[config.mk]
export PLATFORM = sky130hd
export DESIGN_NAME = multicycle_control
export DESIGN_NICKNAME = d
export VERILOG_FILES = /design/src/rtl/multicycle_control.sv
export SDC_FILE = /design/constraint.sdc
export NUM_CORES = 1
export LEC_CHECK = 0
export ABC_AREA = 1
export BUFFER_PORTS_ARGS = -buffer_cell sky130_fd_sc_hd__buf_2
export CAP_MARGIN = 40
export CORE_ASPECT_RATIO = 1.75
export CORE_MARGIN = 2
export CORE_UTILIZATION = 40
export DETAILED_ROUTE_END_ITERATION = 16
export SYNTH_ARGS = -nofsm -noshare
export SYNTH_HDL_FRONTEND = slang
export SYNTH_SLANG_ARGS = --single-unit
[constraint.sdc]
create_clock -name clk -period 2.3 [get_ports clk]
set_clock_uncertainty 0.15 [all_clocks]
set_input_delay 0.46 -clock clk [delete_from_list [all_inputs] [get_ports clk]]
set_output_delay 0.46 -clock clk [all_outputs]
set_load 0.02 [all_outputs]
[src/rtl/multicycle_control.sv]
// Multi-cycle control FSM for the 4-bit-opcode datapath: fetch/decode/exec/mem/wb
// sequencing with ready handshake, memory watchdog, illegal-op trap and retire counter.
module multicycle_control #(
  parameter int OPW     = 4,
  parameter int TIMEOUT = 16,
  parameter int CNT_W   = 16
) (
  input  logic             clk,
  input  logic             rst,
  input  logic [OPW-1:0]   op,
  input  logic             zero,
  input  logic             mem_ready,
  output logic             mem_rd,
  output logic             mem_wr,
  output logic             i_or_d,
  output logic             ir_wr,
  output logic             pc_wr,
  output logic             pc_src,
  output logic             alu_src,
  output logic [2:0]       alu_op,
  output logic             reg_wr,
  output logic             reg_des,
  output logic             mem_to_reg,
  output logic             retired,
  output logic [CNT_W-1:0] instr_cnt,
  output logic             fault,
  output logic [1:0]       fault_code,
  output logic [2:0]       state
);

  typedef enum logic [2:0] {
    S_IDLE  = 3'd0,
    S_FETCH = 3'd1,
    S_DEC   = 3'd2,
    S_EXEC  = 3'd3,
    S_MEM   = 3'd4,
    S_WB    = 3'd5,
    S_FAULT = 3'd7
  } state_e;

  localparam logic [OPW-1:0] OP_R    = OPW'(0);
  localparam logic [OPW-1:0] OP_ADDI = OPW'(1);
  localparam logic [OPW-1:0] OP_ANDI = OPW'(2);
  localparam logic [OPW-1:0] OP_ORI  = OPW'(3);
  localparam logic [OPW-1:0] OP_NORI = OPW'(4);
  localparam logic [OPW-1:0] OP_BEQ  = OPW'(5);
  localparam logic [OPW-1:0] OP_BNE  = OPW'(6);
  localparam logic [OPW-1:0] OP_SLTI = OPW'(7);
  localparam logic [OPW-1:0] OP_LW   = OPW'(8);
  localparam logic [OPW-1:0] OP_SW   = OPW'(9);

  // Watchdog counter only needs to reach TIMEOUT-1.
  localparam int WW = (TIMEOUT > 2) ? $clog2(TIMEOUT) : 1;
  localparam logic [WW-1:0] WLIM = (TIMEOUT == 0) ? '0 : WW'(TIMEOUT - 1);
  localparam bit WDOG_EN = (TIMEOUT != 0);

  state_e           state_q;
  logic [OPW-1:0]   op_q;
  logic [WW-1:0]    wcnt_q;
  logic [CNT_W-1:0] cnt_q;
  logic             fault_q;
  logic [1:0]       fcode_q;

  logic is_br, is_mem, illegal, wdog_hit;
  assign is_br    = (op_q == OP_BEQ) || (op_q == OP_BNE);
  assign is_mem   = (op_q == OP_LW)  || (op_q == OP_SW);
  assign illegal  = (op_q > OP_SW);
  assign wdog_hit = WDOG_EN && !mem_ready && (wcnt_q == WLIM);

  always_ff @(posedge clk or posedge rst) begin
    if (rst) begin
      state_q <= S_IDLE;
      op_q    <= '0;
      wcnt_q  <= '0;
      cnt_q   <= '0;
      fault_q <= 1'b0;
      fcode_q <= 2'b00;
    end else begin
      case (state_q)
        S_IDLE: begin
          state_q <= S_FETCH;
          wcnt_q  <= '0;
        end
        S_FETCH: begin
          if (mem_ready) begin
            op_q    <= op;
            state_q <= S_DEC;
            wcnt_q  <= '0;
          end else if (wdog_hit) begin
            state_q <= S_FAULT;
            fault_q <= 1'b1;
            fcode_q <= 2'b10;
          end else begin
            wcnt_q <= wcnt_q + WW'(1);
          end
        end
        S_DEC: begin
          if (illegal) begin
            state_q <= S_FAULT;
            fault_q <= 1'b1;
            fcode_q <= 2'b01;
          end else begin
            state_q <= S_EXEC;
          end
        end
        S_EXEC: begin
          wcnt_q <= '0;
          if (is_br) begin
            state_q <= S_FETCH;
            cnt_q   <= cnt_q + CNT_W'(1);
          end else if (is_mem) begin
            state_q <= S_MEM;
          end else begin
            state_q <= S_WB;
          end
        end
        S_MEM: begin
          if (mem_ready) begin
            wcnt_q <= '0;
            if (op_q == OP_SW) begin
              state_q <= S_FETCH;
              cnt_q   <= cnt_q + CNT_W'(1);
            end else begin
              state_q <= S_WB;
            end
          end else if (wdog_hit) begin
            state_q <= S_FAULT;
            fault_q <= 1'b1;
            fcode_q <= 2'b11;
          end else begin
            wcnt_q <= wcnt_q + WW'(1);
          end
        end
        S_WB: begin
          state_q <= S_FETCH;
          wcnt_q  <= '0;
          cnt_q   <= cnt_q + CNT_W'(1);
        end
        S_FAULT: state_q <= S_FAULT;
        default: state_q <= S_IDLE;
      endcase
    end
  end

  // Strobes decode from state/op_q only (plus ready/zero), so async reset clears them at once.
  always_comb begin
    mem_rd     = 1'b0;
    mem_wr     = 1'b0;
    i_or_d     = 1'b0;
    ir_wr      = 1'b0;
    pc_wr      = 1'b0;
    pc_src     = 1'b0;
    alu_src    = 1'b0;
    alu_op     = 3'b000;
    reg_wr     = 1'b0;
    reg_des    = 1'b0;
    mem_to_reg = 1'b0;
    retired    = 1'b0;
    case (state_q)
      S_FETCH: begin
        mem_rd = 1'b1;
        ir_wr  = mem_ready;
        pc_wr  = mem_ready;
      end
      S_EXEC: begin
        alu_src = !((op_q == OP_R) || is_br);
        case (op_q)
          OP_R:           alu_op = 3'b010;
          OP_ADDI:        alu_op = 3'b011;
          OP_ANDI:        alu_op = 3'b100;
          OP_ORI:         alu_op = 3'b101;
          OP_NORI:        alu_op = 3'b110;
          OP_BEQ, OP_BNE: alu_op = 3'b001;
          OP_SLTI:        alu_op = 3'b111;
          default:        alu_op = 3'b000;
        endcase
        if (is_br) begin
          pc_src  = 1'b1;
          pc_wr   = (op_q == OP_BEQ) ? zero : !zero;
          retired = 1'b1;
        end
      end
      S_MEM: begin
        i_or_d  = 1'b1;
        mem_rd  = (op_q == OP_LW);
        mem_wr  = (op_q == OP_SW);
        retired = (op_q == OP_SW) && mem_ready;
      end
      S_WB: begin
        reg_wr     = 1'b1;
        reg_des    = (op_q == OP_R);
        mem_to_reg = (op_q == OP_LW);
        retired    = 1'b1;
      end
      default: ;
    endcase
  end

  assign instr_cnt  = cnt_q;
  assign fault      = fault_q;
  assign fault_code = fcode_q;
  assign state      = state_q;

endmodule
# Word level (Yosys, flattened, before mapping)
# Memory sizes are Yosys's and may differ from the RTL's.
# Index checks and enable logic that the tools add are counted.
[word_totals]
mem_count = 1
word_cells = 95
mem_bits_ro = 24
ff_bits = 30
[mem_list]
columns = ["memory", "depth", "word_bits", "read_ports", "rd_clocked_by_memory_dff", "write_ports", "line_no", "rtl"]
rows = [
  ["(name not given)", 8, 3, 1, 0, 0, "167", "case (op_q)"],
]
[op_classes]
reduce_logical = 22
n_eq_ne = 22
add_sub_neg = 2
n_lt_le_gt_ge = 1
n_mux = 41
[ops]
columns = ["cell", "count"]
rows = [
  ["$mux W16", 3],
  ["$pmux W16 S3", 1],
  ["$mux W3", 8],
  ["$ne A2 B2 Y1 const B", 9],
  ["$pmux W3 S6", 1],
  ["$add A16 B1 Y16 const B", 1],
  ["$mux W1", 15],
  ["$eq A4 B4 Y1 const B", 3],
  ["$mux W2", 5],
  ["$eq A3 B3 Y1 const B", 3],
  ["$eq A4 B3 Y1 const B", 2],
  ["$mux W4", 2],
  ["$pmux W4 S2", 1],
  ["$reduce_and A4 Y1", 2],
  ["$eq A3 B2 Y1 const B", 2],
  ["$pmux W1 S2", 3],
  ["$pmux W2 S3", 1],
  ["$reduce_and A6 Y1", 1],
  ["$reduce_bool A3 Y1", 2],
  ["$add A4 B1 Y4 const B", 1],
  ["$gt A4 B4 Y1 const B", 1],
  ["$logic_not A4 Y1", 1],
  ["$reduce_and A2 Y1", 2],
  ["$reduce_bool A2 Y1", 2],
  ["other kinds (10)", 16],
]

# Logic depth before layout (Yosys ltp)
[depth]
ltp_word = 5
depth_mapped = 10
mapped_depth_nobuf = 9

# Worst setup path after synthesis
# No wires, ideal clock.
[synth_timing]
path_kind = "reg-to-output"
from = "register state_q[2] (netlist: state[2])"
to = "output alu_op[0]"
arrival_ps = 1801
path_slack_ps = -111
path_buffers = 0
path_stages_with_launch = 4
required_time_ps = 1690
cell_sequence = "dfrtp_1 -> inv_2 -> nand3_2 -> a2111oi_0"
[synth_via]
elab_chain_len = 2
[synth_lines]
columns = ["item", "line_no", "rtl"]
rows = [
  ["start, declared", "57", "state_e state_q;"],
  ["start signal, assigned", "72", "state_q <= S_IDLE;"],
  ["start signal, assigned", "81", "state_q <= S_FETCH;"],
  ["start signal, assigned", "87", "state_q <= S_DEC;"],
  ["$eq A3 B2 Y1", "159", "case (state_q)"],
  ["$mux W3", "159", ""],
  ["end, declared", "20", "output logic [2:0] alu_op,"],
]
# No other way between the ends.

# Final worst setup path
[layout_timing]
from = "register op_q[1]"
to = "output alu_op[1]"
[layout_via]
elab_chain_len = 3
[layout_lines]
columns = ["item", "line_no", "rtl"]
rows = [
  ["start, declared", "58", "logic [OPW-1:0] op_q;"],
  ["start signal, assigned", "86", "op_q <= op;"],
  ["$mem_v2 Z8 W3", "-", ""],
  ["$mux W3", "167", ""],
  ["$mux W3", "159", ""],
]
# No other way between the ends.

==> flow_summary.toml <==
[run_status]
outcome = "finished, final reports clean"

[synthesis]
synth_flop_cell = "dfrtp_1"
yosysWarnings = 0
netlist_instances = 279
yosysUniqueCellTypes = 26
async_reset_ff_share_pct = 100.0
synth_edf_count = 0
syn-cell-area_um2 = 2022
yosysMostFrequentCell = "nand2_1"
yosysSeqAreaShare_pct = 37.13
netlist.top_cell.by_area = "dfrtp_1"
synth.net_count = 293
ys_top_cells_by_area = "dfrtp_1, nand2_1, nor2_1, inv_1, o21ai_2"
synth_commonest_cells = "nand2_1, dfrtp_1, nor2_1"
synth.avg_cell_area_um2 = 7.247
ys_seq_elements = 30
yosys.area.top_type_share_pct = 37.13

[setup_path]
crit_arrival_ps = 1600
startpoint_type = "flip-flop"
reg2reg_depth = 9
crit_type = "flip-flop to output pin"
crit_path_start = "op_q[1]"
crit_end = "alu_op[1]"
r2r_end = "instr_cnt[7]"
r2r_setup_slack_ps = 420
r2r-start = "op_q[1]"
critPathMaxFanout = 5
end_kind = "output pin"
required_ps = 1690

[pwr]
fin_total_pwr_w = 0.0009893
ir_drop_mv = 0.2937
p_leak_nw = 1.276
pwr_density_cell_nw_per_um2 = 406.7

[timing]
final_max_slew_viol_count = 0
fmax_mhz = 453.4
period_share_pct = 95.88
slew_headroom_pct = 73.23
setup_tns_ps = 0
tightest_slew_ps = 401.5
setup_ws_ps = 94.65
hold_violations = 0
fin_crit_ps = 2205
rsz0062_at_grt = "true"
finalSetupViolCount = 0

[cts]
cts_tree = "yes"
insertion_delay_ps = 280
cts_hold_buffers = 0
numCtsBuffers = 5
clk_pin_slew_ps = 60
clock_path_buffers = 2
clock_sink_count = 30
cts_max_level = 2
root_buffer = "clkbuf_8"

[drt]
drc = 0
wl_per_cell_um = 12.69
avgViaCountPerCell = 5.083
drt_wl_total_um = 4887
dr_total_vias = 1957
drt_iter0_drc = 57
first_pass_iters = 4
ant_nets = 0

[floorplan]
core.rowCount = 34
die_area_um2 = 5662
die_x_um = 57.75
start_util_pct = 40.97
core_area_um2 = 4935
die_y_um = 98.05
top_level_ports = 44

[placed_design]
io_buffers = 43
globalplace.congestion = 0.8425
dp_cells = 375
dp_hpwl_um = 3780
pre_cts_ws_ps = 200.3

[grt]
grt_max_degree = 31
antenna_found_initial = 0
grt_usage_pct = 19.14
grt_pass1_wl_um = 8480
grt_pass1_vias = 1884
grt_overflow_total = 0

[cells_and_area]
syn_to_final_growth_pct = 20.30
postLayoutCoreUtil_pct = 49.29
layout.cells.non_filler = 385
antenna_cells = 0
nNetsFinal = 344
drive_above_1_share_pct = 26.59

[job]
cap_viol_max_count = 0

[hold_path]
worstHoldPathType = "input pin to async pin"
[metal layers]
metal	part of all wire (%)	wire (um)	GRT usage, %	vias up
met2	53	2581	33.83	41
met3	3.3	163	2.914	15
met4	4.2	205	10.02	0
met1	40	1936	21.27	898
met5	0	0	0	-
li1	-	-	-	1003
[cells by family (layout without fill, tap and decap cells)]
logic type | after synthesis | count (layout) | synth area share, %
simple gates | 164 | 164 | 36.82
buf+inv | 39 | 91 | 8.354
compound gates | 31 | 31 | 10.09
flops | 30 | 30 | 37.13
xor+xnor | 9 | 9 | 3.899
fa+ha+maj | 6 | 6 | 3.713
[power breakdown]
part	internal [W]	switching [W]	total [W]	leakage, nW
combinational	0.00000620	0.0000155	0.0000217	0.846
clock	0.000241	0.000199	0.000440	0.0482
sequential	0.000528	0	0.000528	0.382
total	0.000775	0.000214	0.000989	1.28
[registers in the layout, indices dropped and copies added, names as in the netlist]
| name | count |
|---|---|
| state | 3 |
| fault_code | 2 |
| op_q | 4 |
| wcnt_q | 4 |
| instr_cnt | 16 |
| fault | 1 |
[critical path, stage by stage (launching register included)]
cell,delay (ps)
dfrtp_1,400
inv_2,110
ha_1,240
a21oi_1,140
nand2_1,90
a21oi_1,160
buf_4,170
[through the flow]
step | cell area (um2) | hold WS (ps)
3_5_place_dp | 2291 | 306.8
5_1_grt | 2432 | 133.1
6_report | 2432 | 95.48
2_1_floorplan | 2023 | 329.0
4_1_cts | 2402 | 107.5
3_3_place_gp | 2291 | 292.9
[worst min-delay path by stage]
stage                    end  slack (ps)  cells after the start
4_1_cts            wcnt_q[1]         110                      3
5_1_grt            wcnt_q[1]         130                      3
3_5_place_dp   fault_code[1]         310                      2
2_1_floorplan      wcnt_q[1]         330                      2
6_report           wcnt_q[1]         100                      3
3_3_place_gp           fault         290                      2
[placed cells by master (no fill, tap or decap), types with 11 or more instances in the layout]
master   netlist  layout
nand2_1       91      91
buf_2          0      39
nor2_1        29      29
dfrtp_1       30      28
inv_1         28      26
nand3_1       19      18
nand4_1       13      13
o21ai_0       12      11
o21ai_2       11      11
[what timing repair did]
| action | CTS | global route |
|---|---|---|
| setup buffers | 1 | 1 |
| pin swaps | 2 | 2 |
| endpoints found under the setup margin | 2 | 8 |
| resized for setup | 5 | 8 |
| hold endpoints to repair | 0 | 0 |
[cell type report]
type                            instances  area (um2)
Sequential cell                        30       753.2
Tap cell                               54       67.56
Multi-Input combinational cell        210        1126
Timing Repair Buffer                   48       262.8
Fill cell                             535        2502
Inverter                               35       131.4
Clock inverter                          1       5.005
Clock buffer                            7       86.33
No activity file was read; power rests on OpenSTA's default activity.
